===== config.mk =====
export PLATFORM = sky130hd
export DESIGN_NAME = witf
export DESIGN_NICKNAME = d
export VERILOG_FILES = /design/src/rtl/witf_pkg.sv /design/src/rtl/witf_match.sv /design/src/rtl/witf.sv
export SDC_FILE = /design/constraint.sdc
export NUM_CORES = 1
export LEC_CHECK = 0
export CORE_MARGIN = 3
export CORE_UTILIZATION = 41
export CTS_BUF_LIST = sky130_fd_sc_hd__clkbuf_4 sky130_fd_sc_hd__clkbuf_8
export CTS_CLUSTER_DIAMETER = 30
export DETAILED_ROUTE_END_ITERATION = 8
export PLACE_DENSITY_LB_ADDON = 0.2
export SYNTH_ARGS = -nofsm -noshare
export SYNTH_HDL_FRONTEND = slang
export SYNTH_SLANG_ARGS = --single-unit

===== constraint.sdc =====
create_clock -name clk -period 2.6 [get_ports clk]
set_clock_uncertainty 0.15 [all_clocks]
set_input_delay 0.78 -clock clk [delete_from_list [all_inputs] [get_ports clk]]
set_output_delay 0.78 -clock clk [all_outputs]
set_load 0.005 [all_outputs]

===== src/rtl/witf_pkg.sv =====
// Shared types and constants for the write-in-flight table.
package witf_pkg;

   localparam int REG_W          = 5;
   localparam int WITF_DEPTH_DEF = 4;

   // One tracking slot: a valid bit and the destination register index.
   typedef struct packed {
      logic             valid;
      logic [REG_W-1:0] rd;
   } witf_entry_t;

endpackage


===== src/rtl/witf_match.sv =====
// Compares one source register index against every table entry.
// Entries flagged in excl_i are skipped, so a retiring head can be hidden.
// Register zero never matches.
module witf_match
   import witf_pkg::*;
#(
   parameter int DEPTH = WITF_DEPTH_DEF
) (
   input  logic [REG_W-1:0]        src_i,
   input  witf_entry_t [DEPTH-1:0] ent_i,
   input  logic [DEPTH-1:0]        excl_i,
   output logic                    hit_o
);

   logic [DEPTH-1:0] lane_hit;

   for (genvar i = 0; i < DEPTH; i++) begin : g_lane
      assign lane_hit[i] = ent_i[i].valid & ~excl_i[i] & (ent_i[i].rd == src_i);
   end

   assign hit_o = (src_i != '0) & (|lane_hit);

endmodule


===== src/rtl/witf.sv =====
// Write-in-flight table: in-order scoreboard of destination registers that
// have been dispatched but not yet written back. Flags RAW hazards for decode
// and reports full/empty/count for dispatch stalling.
// Optional macro WITF_BYPASS_EN: hide the head entry from matching in the
// cycle it retires, so a stalled consumer is released in that same cycle.
module witf
   import witf_pkg::*;
#(
   parameter  int DEPTH = WITF_DEPTH_DEF,
   localparam int PTR_W = $clog2(DEPTH)
) (
   input  logic             clk,
   input  logic             rst,
   input  logic [REG_W-1:0] rs1,
   input  logic [REG_W-1:0] rs2,
   input  logic [REG_W-1:0] rd,
   input  logic             disp_en,
   input  logic             wb_en,
   input  logic [REG_W-1:0] wb_rd,
   output logic             isRAW,
   output logic             witf_full,
   output logic             witf_empty,
   output logic [PTR_W:0]   witf_cnt,
   output logic             witf_err
);

   witf_entry_t [DEPTH-1:0] ent_q, ent_d;
   logic [PTR_W-1:0]        hd_q, hd_d, tl_q, tl_d;
   logic [PTR_W:0]          cnt_q, cnt_d;
   logic                    err_q, err_d;

   logic             push, pop;
   logic [DEPTH-1:0] excl;
   logic [1:0]       hit;
   logic [1:0][REG_W-1:0] src;

   // Full/empty come only from registered count: a same-cycle pop never
   // makes room for a push.
   assign witf_full  = (cnt_q == (PTR_W+1)'(DEPTH));
   assign witf_empty = (cnt_q == '0);
   assign witf_cnt   = cnt_q;
   assign witf_err   = err_q;

   assign push = disp_en & ~witf_full;
   assign pop  = wb_en & ~witf_empty;

   // Exclusion mask for the retiring head (bypass build only).
   always_comb begin
      excl = '0;
`ifdef WITF_BYPASS_EN
      if (wb_en) excl[hd_q] = 1'b1;
`endif
   end

   assign src = {rs2, rs1};

   for (genvar s = 0; s < 2; s++) begin : g_src
      witf_match #(.DEPTH(DEPTH)) u_match (
         .src_i  (src[s]),
         .ent_i  (ent_q),
         .excl_i (excl),
         .hit_o  (hit[s])
      );
   end

   assign isRAW = |hit;

   // Next state: push at tail, pop at head, sticky error on misuse.
   // Push and pop never target the same slot: hd==tl only when full
   // (push refused) or empty (pop refused).
   always_comb begin
      ent_d = ent_q;
      hd_d  = hd_q;
      tl_d  = tl_q;
      cnt_d = cnt_q;
      err_d = err_q;
      if (push) begin
         ent_d[tl_q] = '{valid: 1'b1, rd: rd};
         tl_d        = tl_q + PTR_W'(1);
      end
      if (pop) begin
         ent_d[hd_q].valid = 1'b0;
         hd_d              = hd_q + PTR_W'(1);
         if (wb_rd != ent_q[hd_q].rd) err_d = 1'b1;
      end
      unique case ({push, pop})
         2'b10:   cnt_d = cnt_q + (PTR_W+1)'(1);
         2'b01:   cnt_d = cnt_q - (PTR_W+1)'(1);
         default: cnt_d = cnt_q;
      endcase
      if (disp_en & witf_full) err_d = 1'b1;
      if (wb_en & witf_empty)  err_d = 1'b1;
   end

   // State registers, cleared asynchronously.
   always_ff @(posedge clk or negedge rst) begin
      if (!rst) begin
         ent_q <= '0;
         hd_q  <= '0;
         tl_q  <= '0;
         cnt_q <= '0;
         err_q <= 1'b0;
      end else begin
         ent_q <= ent_d;
         hd_q  <= hd_d;
         tl_q  <= tl_d;
         cnt_q <= cnt_d;
         err_q <= err_d;
      end
   end

endmodule


==> summary.txt <==
Yosys
  – Yosys cell types: 25
  – Mapped Avg Cell Area: between 10 and 15 µm²
  – Flops & latches, synth: 32
  – Post-Syn Nets: around 230
  – Register area share after synthesis: 0.3846
  – Post-Syn Instances: around 200
  – Cell Area, Synth: roughly 0.0021 mm²
  – Yosys warns: 0

Worst setup path
  – WP data required: roughly 1.7 ns
  – Worst endpoint data arrival time: 1.89 ns
  – Crit path cell chain: buf_6 > buf_6 > xor2_1 > nor4_1 > nand3_1 > nand4_1 > a22o_1 > buf_2
  – Most used cell along the critical path: buf_6
  – Largest stage delay, worst path: ~0.28 ns
  – Crit path max fanout: 3
  – Slowest-stage cell, CP: nor4_1
  – Crit path kind: in2out
  – Critical Path Start Type: primary input
  – Worst Setup End Kind: primary output

Power and ir drop
  – P per Cell Area: between 1000 and 1500 mW/mm²
  – Lkg Pwr: 1.194 nW
  – Worst VDD drop: 0.4765 mV

STA
  – RSZ-0062 raised after global routing: yes
  – FMAX: ~0.36 GHz
  – # setup viols final: 1
  – Tightest Pin Transition: 0.4203 ns
  – Fin. max-slew vios: 0
  – Hold_ws: roughly 0.35 ns
  – Final worst slack: -0.2155 ns
  – Final period util: 1.083
  – Final hold violation count: 0
  – Tmin final: approximately 2.8 ns
  – Slew HR: 0.7198

Routing
  – First DRT Iteration DRCs: just over 100
  – Vias: around 1500
  – Drt first pass iters: 4
  – Final ANT Viol Nets: 0
  – DRC Markers: 0
  – Routed len/inst: between 15 and 20 µm
  – Vias per cell: 4.859
  – Final wirelength: a little over 5000 µm

Placed design
  – Port Buffer Count: 30
  – Hpwl dp: between 3000 and 4000 µm
  – Placed instance area: 0.002596 mm²
  – Gpl congestion: between 0.9 and 1

Finish
  – Synthesis-to-layout area growth: 31.37%
  – Post-Layout Inst Area: around 0.0027 mm²
  – Diode count: 0
  – Share of cells above drive strength 1: 0.3074
  – Most frequent cells in the layout: xor2_1 (33), dfrtp_1 (32), buf_4 (21)
  – Final Util: 0.5678
  – Final nets: between 200 and 300
  – Leading cell type in the layout, fill and taps excluded: xor2_1

Clocking
  – CTS Buf Count: 5
  – Clk root buf: clkbuf_8
  – Post-CTS setup buffer count: 0
  – Reg clk slew, reported paths: ~0.07 ns
  – Longest Clk Path Bufs: 2
  – H-Tree Depth: 2
  – Worst skew pair latency: 0.28 ns
  – TritonCTS clock tree: yes
  – CTS sink cnt: 32

Global route
  – Total GRT Usage: 0.1794
  – Initial antenna violation count: 0
  – First-pass GRT wire length: slightly above 8000 µm
  – Total global routing overflow: 0
  – Vias in the first global route: around 1600
  – Largest net degree at the start of global routing: 33

Die
  – Die W: around 77 µm
  – Core area: about 0.0048 mm²
  – Die area: a little under 0.006 mm²
  – FP Rows: 25
  – Initial core utilization: 0.4322
  – Die height: approximately 77 µm
  – Boundary pin count: 31

Run status
  – Outcome: finished with violations
  – Failing checks: setup timing

Run
  – Max-cap viol count: 0

Hold path
  – Hold Path Class: reg2reg
area by class of cell:
type                    count  area, µm²
multi-input cells         142       1267
clock buffers               8      97.59
flip-flops and latches     32      800.8
well taps                  67      83.83
repair buffers             54      455.4
inverters                   8      30.03
fillers                   441       2082
logic make-up after synthesis:
family	Yosys count	share of synthesized area
flops	32	0.3846
fa+ha+maj	10	0.06370
xor+xnor	52	0.2188
simple gates	39	0.09495
compound gates	14	0.03786
mux	27	0.1617
buf+inv	21	0.03846
layer usage:
layer / vias to the layer above / track usage / part of all wire
li1: 751 / - / -
met1: 722 / 0.2442 / 0.48
met2: 33 / 0.2893 / 0.48
met3: 5 / 0.04108 / 0.038
met4: 0 / 0.04270 / 0.0079
met5: - / 0 / 0
power breakdown:
| part | switching [mW] | internal (mW) | total, mW |
|---|---|---|---|
| Clock | 0.178 | 0.237 | 0.415 |
| Combinational | 0.713 | 0.868 | 1.58 |
| Sequential | 0.314 | 0.752 | 1.07 |
critical path: cells and delay by family:
kind,cells,cell delay (ns)
AND/OR/NAND/NOR,3,0.48
AO/OA/AOI/OAI,1,0.15
XOR/XNOR,1,0.15
buffers and inverters,3,0.32
metrics by stage:
stage                     total power, mW  TNS (ns)  instances  setup slack, ns
after floorplan                     1.991         0        195         0.003407
after global placement              2.587    -1.187        303           -1.082
after detailed placement            2.609    -1.152        303           -1.060
after CTS                           3.048   -0.2677        311          -0.2677
after global routing                3.291   -0.2832        311          -0.2832
final                               3.063   -0.2155        311          -0.2155
cells in the mapped netlist:
library cell / n / area (µm²)
clkbuf_1: 12 / 45.04
and3_1: 1 / 6.260
nor4_1: 9 / 56.30
nor3_1: 5 / 25.02
mux2i_1: 4 / 40.04
xnor2_1: 15 / 131.4
nand2_1: 9 / 33.78
inv_1: 8 / 30.03
o21ai_0: 3 / 15.01
mux4_2: 2 / 45.04
a21oi_1: 8 / 40.04
nand4_1: 2 / 12.51
ha_1: 9 / 112.6
nor2_1: 3 / 11.26
a221o_1: 1 / 10.01
o21ai_1: 1 / 5.000
nor2b_1: 2 / 12.51
mux4_1: 1 / 26.28
fa_1: 1 / 20.02
nand3_1: 8 / 40.04
mux2_2: 20 / 225.2
dfrtp_1: 32 / 800.8
xor2_1: 37 / 324.1
a22o_1: 1 / 8.760
buf_2: 1 / 5.000
worst paths after layout:
| path | slack (ns) | end | cells past startpoint | from |
|---|---|---|---|---|
| min in group asynchronous | 0.75 | tl_q[0]$_DFFE_PN0P_ | 2 | rst |
| max reg2reg | 0.45 | witf_err$_DFFE_PN0P_ | 5 | hd_q[0]$_DFFE_PN0P_ |
| min reg2reg | 0.35 | witf_err$_DFFE_PN0P_ | 1 | witf_err$_DFFE_PN0P_ |
| max | -0.22 | isRAW | 8 | rs1[3] |
| max in group asynchronous | 1.24 | async pin | 2 | rst |
| min | 0.35 | witf_err$_DFFE_PN0P_ | 1 | witf_err$_DFFE_PN0P_ |
timing repair:
item / 4_1_cts / 5_1_grt
gates resized for setup: 45 / 16
cloned: 0 / 0
setup endpoints to repair: 1 / 2
hold buffers: 0 / 0
pin swaps: 13 / 9
No activity file was read; power rests on OpenSTA's default activity.
